`src/rtl/piso_serializer_if.sv`:
```
// Bus bundle for piso_serializer.
//   master : upstream register stage plus the bit-rate tick source.
//            It drives IN_DATA/IN_VALID/SER_EN and observes the rest.
//   slave  : the serializer itself.
// Signals:
//   IN_DATA    parallel word to be taken
//   IN_VALID   IN_DATA holds a word
//   IN_READY   serializer can take a word this cycle
//   SER_EN     bit-rate tick
//   SOUT       serial data bit
//   SOUT_VALID SOUT carries a data bit
//   BUSY       a word is being shifted out
//   DONE       one-cycle pulse after the last bit of a word
interface piso_serializer_if #(
    parameter int unsigned WIDTH = 4
);
    logic [WIDTH-1:0] IN_DATA;
    logic             IN_VALID;
    logic             IN_READY;
    logic             SER_EN;
    logic             SOUT;
    logic             SOUT_VALID;
    logic             BUSY;
    logic             DONE;

    modport master (
        output IN_DATA, IN_VALID, SER_EN,
        input  IN_READY, SOUT, SOUT_VALID, BUSY, DONE
    );

    modport slave (
        input  IN_DATA, IN_VALID, SER_EN,
        output IN_READY, SOUT, SOUT_VALID, BUSY, DONE
    );
endinterface

```
`src/rtl/piso_serializer.sv`:
```
// Parallel-in serial-out converter.
// Takes a WIDTH-bit word over a valid/ready handshake and shifts it out one
// bit per SER_EN tick. A DONE strobe follows each word. Back-to-back words
// are accepted on the last enabled edge, so there is no idle gap.
// Ports:
//   CLK  clock, posedge
//   RST  asynchronous, active-high reset
//   bus  piso_serializer_if slave modport. It carries IN_DATA/IN_VALID/
//        IN_READY/SER_EN/SOUT/SOUT_VALID/BUSY/DONE.
// Parameters:
//   WIDTH      word width, 2..32
//   MSB_FIRST  0 = bit 0 first, 1 = bit WIDTH-1 first
module piso_serializer #(
    parameter int unsigned WIDTH     = 4,
    parameter bit          MSB_FIRST = 1'b0
) (
    input logic             CLK,
    input logic             RST,
    piso_serializer_if.slave bus
);
    localparam int unsigned     CW   = $clog2(WIDTH);
    localparam logic [CW-1:0]   LAST = CW'(WIDTH - 1);

    typedef enum logic [0:0] {IDLE, SHIFT} state_t;

    state_t           state_q, state_d;
    logic [WIDTH-1:0] shreg_q, shreg_d;
    logic [CW-1:0]    cnt_q, cnt_d;
    logic             sout_q, sout_d;
    logic             sout_valid_q, sout_valid_d;
    logic             busy_q, busy_d;
    logic             done_q, done_d;

    logic last_bit;
    logic in_ready;
    logic accept;

    // The final bit is consumed on this edge. The same edge may also take a new word.
    assign last_bit = (state_q == SHIFT) && (cnt_q == LAST) && bus.SER_EN;
    assign in_ready = !RST && ((state_q == IDLE) || last_bit);
    assign accept   = bus.IN_VALID && in_ready;

    // State register
    always_ff @(posedge CLK or posedge RST) begin
        if (RST) begin
            state_q <= IDLE;
        end else begin
            state_q <= state_d;
        end
    end

    // Next-state logic
    always_comb begin
        state_d = state_q;
        unique case (state_q)
            IDLE:  if (accept) state_d = SHIFT;
            SHIFT: if (last_bit) state_d = bus.IN_VALID ? SHIFT : IDLE;
            default: state_d = IDLE;
        endcase
    end

    // Shift register and bit counter
    always_comb begin
        shreg_d = shreg_q;
        cnt_d   = cnt_q;
        if (accept) begin
            shreg_d = bus.IN_DATA;
            cnt_d   = '0;
        end else if ((state_q == SHIFT) && bus.SER_EN && (cnt_q != LAST)) begin
            shreg_d = MSB_FIRST ? (shreg_q << 1) : (shreg_q >> 1);
            cnt_d   = cnt_q + CW'(1);
        end
    end

    // The outputs are registered. Each one is computed from the next state and
    // the next shift register, so that SOUT shows the loaded word's first bit
    // in the cycle right after the accepting edge.
    always_comb begin
        sout_valid_d = (state_d == SHIFT);
        busy_d       = (state_d == SHIFT);
        sout_d       = 1'b0;
        if (state_d == SHIFT) begin
            sout_d = MSB_FIRST ? shreg_d[WIDTH-1] : shreg_d[0];
        end
        done_d = last_bit;
    end

    always_ff @(posedge CLK or posedge RST) begin
        if (RST) begin
            shreg_q      <= '0;
            cnt_q        <= '0;
            sout_q       <= 1'b0;
            sout_valid_q <= 1'b0;
            busy_q       <= 1'b0;
            done_q       <= 1'b0;
        end else begin
            shreg_q      <= shreg_d;
            cnt_q        <= cnt_d;
            sout_q       <= sout_d;
            sout_valid_q <= sout_valid_d;
            busy_q       <= busy_d;
            done_q       <= done_d;
        end
    end

    assign bus.IN_READY   = in_ready;
    assign bus.SOUT       = sout_q;
    assign bus.SOUT_VALID = sout_valid_q;
    assign bus.BUSY       = busy_q;
    assign bus.DONE       = done_q;
endmodule

```
`src/flat_wrapper.sv`:
```
// flat-port wrapper written by rule: the top's interface ports become plain ports
module piso_serializer_flat 
#(
    parameter int unsigned WIDTH     = 4,
    parameter bit          MSB_FIRST = 1'b0
)
  (CLK, RST, bus_IN_DATA, bus_IN_VALID, bus_SER_EN, bus_IN_READY, bus_SOUT, bus_SOUT_VALID, bus_BUSY, bus_DONE);
  piso_serializer_if #(.WIDTH(WIDTH)) bus_i ();
  input logic CLK;
  input logic RST;
  input wire logic [$bits(bus_i.IN_DATA)-1:0] bus_IN_DATA;
  input wire logic [$bits(bus_i.IN_VALID)-1:0] bus_IN_VALID;
  input wire logic [$bits(bus_i.SER_EN)-1:0] bus_SER_EN;
  output wire logic [$bits(bus_i.IN_READY)-1:0] bus_IN_READY;
  output wire logic [$bits(bus_i.SOUT)-1:0] bus_SOUT;
  output wire logic [$bits(bus_i.SOUT_VALID)-1:0] bus_SOUT_VALID;
  output wire logic [$bits(bus_i.BUSY)-1:0] bus_BUSY;
  output wire logic [$bits(bus_i.DONE)-1:0] bus_DONE;
  assign bus_i.IN_DATA = bus_IN_DATA;
  assign bus_i.IN_VALID = bus_IN_VALID;
  assign bus_i.SER_EN = bus_SER_EN;
  assign bus_IN_READY = bus_i.IN_READY;
  assign bus_SOUT = bus_i.SOUT;
  assign bus_SOUT_VALID = bus_i.SOUT_VALID;
  assign bus_BUSY = bus_i.BUSY;
  assign bus_DONE = bus_i.DONE;
  piso_serializer #(.WIDTH(WIDTH), .MSB_FIRST(MSB_FIRST)) u_core (.CLK(CLK), .RST(RST), .bus(bus_i));
endmodule
```
`config.mk`:
```
export PLATFORM = sky130hd
export DESIGN_NAME = piso_serializer_flat
export DESIGN_NICKNAME = d
export VERILOG_FILES = /design/src/rtl/piso_serializer_if.sv /design/src/rtl/piso_serializer.sv /design/src/flat_wrapper.sv
export SDC_FILE = /design/constraint.sdc
export NUM_CORES = 1
export LEC_CHECK = 0
export ABC_AREA = 1
export BUFFER_PORTS_ARGS = -buffer_cell sky130_fd_sc_hd__buf_2
export CAP_MARGIN = 20
export CORE_AREA = 2 2 39 41
export DETAILED_ROUTE_END_ITERATION = 16
export DIE_AREA = 0 0 41 43
export PLACE_DENSITY = 0.66
export SLEW_MARGIN = 40
export SYNTH_ARGS = -nofsm -noshare
export SYNTH_HDL_FRONTEND = slang
export SYNTH_SLANG_ARGS = --single-unit
```
`constraint.sdc`:
```
create_clock -name CLK -period 2 [get_ports CLK]
set_input_delay 0.6 -clock CLK [delete_from_list [all_inputs] [get_ports CLK]]
set_output_delay 0.6 -clock CLK [all_outputs]
set_load 0.01 [all_outputs]
```
== Word level (Yosys, flattened, before mapping) ==
Index checks and enable logic that the tools add are counted.

* Register bits after elaboration: 9
* Latch bits: 0
* Bits in writable memories: 0
* Memory bits (read-only): 0
* Input bits: 8
* Output and inout port bits: 5
* Word-level logic and storage cells: 28
* Memories: 0

* $add $sub $neg: 1
* $mul: 0
* Div/mod/pow operators: 0
* Magnitude comparators: 0
* Eq/ne operators: 2
* Shift operators: 0
* Mux-type cells: 9
* Bitwise logic cells: 1
* Reductions and logical operators: 9

{| class="wikitable"
|+ Operators by type and width
! cell !! number
|-
| two-way mux 4 bit || 2
|-
| logical AND 1 bit || 6
|-
| two-way mux 1 bit || 4
|-
| two-way mux 2 bit || 2
|-
| adder 2 x 1 -> 2 bit, second input constant || 1
|-
| == test 2 bit, second input constant || 1
|-
| != test 2 bit, second input constant || 1
|-
| one-hot mux 1 bit (2 select lines) || 1
|-
| nonzero test 2 bit || 1
|-
| zero test 1 bit || 1
|-
| logical OR 1 bit || 1
|-
| inverter 1 bit || 1
|}

== Logic depth before layout (Yosys ltp) ==
* Depth after elaboration: 9
* Mapped depth: 8
* Depth with buffers taken out: 8

== Worst setup path after synthesis ==
No wires, ideal clock.

* Path kind: input port to output port
* Start: input port bus_SER_EN
* End: output port bus_IN_READY
* Arrival: 0.944 ns
* Data required time: 1.400 ns
* Setup slack: 0.456 ns
* Stages: 2
* Path buffers: 0
* Path through: a21oi_1 > nor2_1

* Cells in the longest elaborated chain, start to end: 3

{| class="wikitable"
|+ Ends and longest elaborated chain
! item !! line !! RTL
|-
| start: declaration || flat_wrapper.sv:13 || <nowiki>input wire logic [$bits(bus_i.SER_EN)-1:0] bus_SER_EN;</nowiki>
|-
| logical AND 1 bit || piso_serializer.sv:39 || <nowiki>assign last_bit = (state_q == SHIFT) && (cnt_q == LAST) && bus.SER_EN;</nowiki>
|-
| logical OR 1 bit || piso_serializer.sv:40 || <nowiki>assign in_ready = !RST && ((state_q == IDLE) || last_bit);</nowiki>
|-
| logical AND 1 bit || piso_serializer.sv:40 ||
|-
| end: declaration || flat_wrapper.sv:14 || <nowiki>output wire logic [$bits(bus_i.IN_READY)-1:0] bus_IN_READY;</nowiki>
|}

Every way passes these cells.

== Final worst setup path ==
* Start: register u_core.cnt_q[0]
* End: output port bus_IN_READY

* Cells in the longest elaborated chain, start to end: 5

{| class="wikitable"
|+ Ends and longest elaborated chain
! item !! line !! RTL
|-
| start: declaration || piso_serializer.sv:28 || <nowiki>logic [CW-1:0] cnt_q, cnt_d;</nowiki>
|-
| start signal: assignment || piso_serializer.sv:98 || <nowiki>cnt_q <= cnt_d;</nowiki>
|-
| == test 2 bit || piso_serializer.sv:39 ||
|-
| logical AND 1 bit (2 in series) || piso_serializer.sv:39 ||
|-
| logical OR 1 bit || piso_serializer.sv:40 ||
|-
| logical AND 1 bit || piso_serializer.sv:40 ||
|}

Every way passes these cells.

==> flow_summary.json <==
{
  "powerDensity_nw_per_um2": 1310,
  "fin_util": 0.4222,
  "slowest_stage": "dfrtp_1",
  "synth_warnings": 0,
  "port_buffers": 12,
  "critPathKind": "register to output port",
  "worstPathArrival_ns": 1.29,
  "viasPerCell": 4.785,
  "cp_max_fo": 4,
  "crit_path_end_kind": "output port",
  "clock_path_buffers": 2,
  "hold_viol": 0,
  "post_cts_buffers": 0,
  "fin_area_um2": 584.3,
  "p_leak_nw": 0.3562,
  "synthToLayoutAreaGrowth_pct": 24.20,
  "wl_per_cell_um": 10.39,
  "antenna_found_initial": 0,
  "peakVddDrop_uv": 461.5,
  "clock_tree.root_cell": "clkbuf_4",
  "setup_tns_ns": 0,
  "ys.flop_type": "dfrtp_1",
  "drtAntennaViolNets": 0,
  "numCtsBuffers": 3,
  "antennaDiodeCount": 0,
  "first_pass_iters": 4,
  "seq_area_frac_synth": 0.4787,
  "drive_gt1_frac": 0.2597,
  "syn_nets": 69,
  "die_width_um": 41,
  "grtUsageTotal": 0.1404,
  "drv_cap": 0,
  "globalplace.congestion": 0.7628,
  "rsz0062_at_grt": "no",
  "crit_path_start_kind": "register",
  "reg2regPathDepth": 5,
  "path_cells": "ha_1 -> a21oi_1 -> nor2_1 -> buf_2",
  "start_util": 0.3400,
  "drcViolationCount": 0,
  "core_area_um2": 1384,
  "drt_iter0_drc": 6,
  "critPathMaxStageDelay_ns": 0.39,
  "grt_pass1_vias": 401,
  "place_area_um2": 558.0,
  "synthArstFlopShare": 1.000,
  "placementRows": 14,
  "setup_viol": 0,
  "h-tree-depth": 1,
  "syn_avg_cell_area_um2": 7.841,
  "tightestPinTransition_ns": 0.3601,
  "max_freq_mhz": 528.3,
  "min_period_ns": 1.893,
  "synth_edf_count": 0,
  "grt_pass1_wl_um": 1649,
  "vias": 445,
  "die_h_um": 43,
  "synthCells": 60,
  "synthDistinctLibCells": 14,
  "status": "complete, no violations",
  "cts.sinks": 9,
  "grt_overflow": 0,
  "clock_skew_ns": 0.002429,
  "ys_ff_latch": 9,
  "worst-path-buf-inv": 1,
  "min_period_over_period": 0.9464,
  "cts_tree": "built",
  "cts_resized": 0,
  "num_io_pins": 13,
  "cp.depth": 4,
  "cp.required_ns": 1.40,
  "clk_pin_slew_worst_paths_ns": 0.07,
  "grt_max_degree": 10,
  "cp_top_family": "flip-flops",
  "routed_wl_um": 966,
  "slew_headroom": 0.7596,
  "synth_area_um2": 470.5,
  "post-dp-hpwl_um": 738.2,
  "nets": 87,
  "die-area_um2": 1763,
  "hold_buffers": 0,
  "slew_viol_final": 0,
  "clk_latency_ns": 0.26,
  "hp-class": "primary input to async pin"
}
## cells in the mapped netlist (2+ instances only)
cell / count / share of area
nor2_1: 2 / 0.016
nand2_1: 19 / 0.15
inv_1: 12 / 0.096
dfrtp_1: 9 / 0.48
a21oi_1: 2 / 0.021
nand3_1: 8 / 0.085
## layout by cell type, fill, tap and decap left out, types with 2 or more instances in the layout
cell | Yosys | final
nand3_1 | 8 | 8
nor2_1 | 2 | 2
clkbuf_4 | 0 | 3
a21oi_1 | 2 | 2
buf_4 | 1 | 2
nand2_1 | 19 | 19
dfrtp_1 | 9 | 9
buf_2 | 0 | 12
inv_1 | 12 | 12
## through the flow
| stage | setup slack (ns) | power, mW | cells | hold WS (ns) |
|---|---|---|---|---|
| after floorplan | 0.4561 | 0.5332 | 60 | 0.4690 |
| after global placement | 0.2860 | 0.6108 | 89 | 0.4840 |
| after detailed placement | 0.2787 | 0.6259 | 89 | 0.4934 |
| after CTS | 0.09978 | 0.7747 | 93 | 0.3127 |
| after global routing | 0.02423 | 0.8490 | 93 | 0.3328 |
| final | 0.1073 | 0.7656 | 93 | 0.3092 |
## final cells by class
| class | instances | area [um^2] |
|---|---|---|
| tap | 16 | 20.02 |
| sequential | 9 | 225.2 |
| clock buffer | 4 | 26.28 |
| inverter | 12 | 45.04 |
| timing repair buffer | 14 | 75.07 |
| fill | 156 | 799.5 |
| multi-input combinational | 38 | 192.7 |
## registers in the layout (all words and copies together) (netlist names)
name	cells
u_core.state_q	1
u_core.shreg_q	4
u_core.cnt_q	2
u_core.bus.DONE	1
u_core.bus.SOUT	1
## power by group
part / leakage (nW) / switching, mW / total, mW / internal (mW)
sequential: 0.111 / 0.0447 / 0.301 / 0.256
combinational: 0.230 / 0.193 / 0.320 / 0.127
clock: 0.0150 / 0.0674 / 0.144 / 0.0771
## layer usage
layer  track usage  part of all wire  vias to the layer above
li1              -                 -                      221
met1        0.1672              0.42                      204
met2        0.2094              0.48                       16
met3       0.03141             0.061                        4
met4        0.1000             0.028                        0
met5             0                 0                        -
## worst paths after layout
path	startpoint	endpoint	slack [ns]
worst max-delay path	u_core.cnt_q[0]	bus_IN_READY	0.11
worst max register to register	u_core.cnt_q[0]	u_core.cnt_q[0]	0.62
min in group CLK	u_core.shreg_q[1]	u_core.shreg_q[1]	0.51
max in group asynchronous	RST	u_core.bus.DONE	1.30
worst min register to register	u_core.shreg_q[1]	u_core.shreg_q[1]	0.51
worst min-delay path	RST	u_core.shreg_q[1]	0.31
## cell families (layout without fill, tap and decap cells)
kind of cell / after synthesis / after routing / share of synthesized area
simple gates: 33 / 33 / 0.3298
buf+inv: 13 / 30 / 0.1117
flops: 9 / 9 / 0.4787
compound gates: 3 / 3 / 0.03458
fa+ha+maj: 1 / 1 / 0.02659
xor+xnor: 1 / 1 / 0.01862
Note: power is estimated with default switching activity, not from simulation.
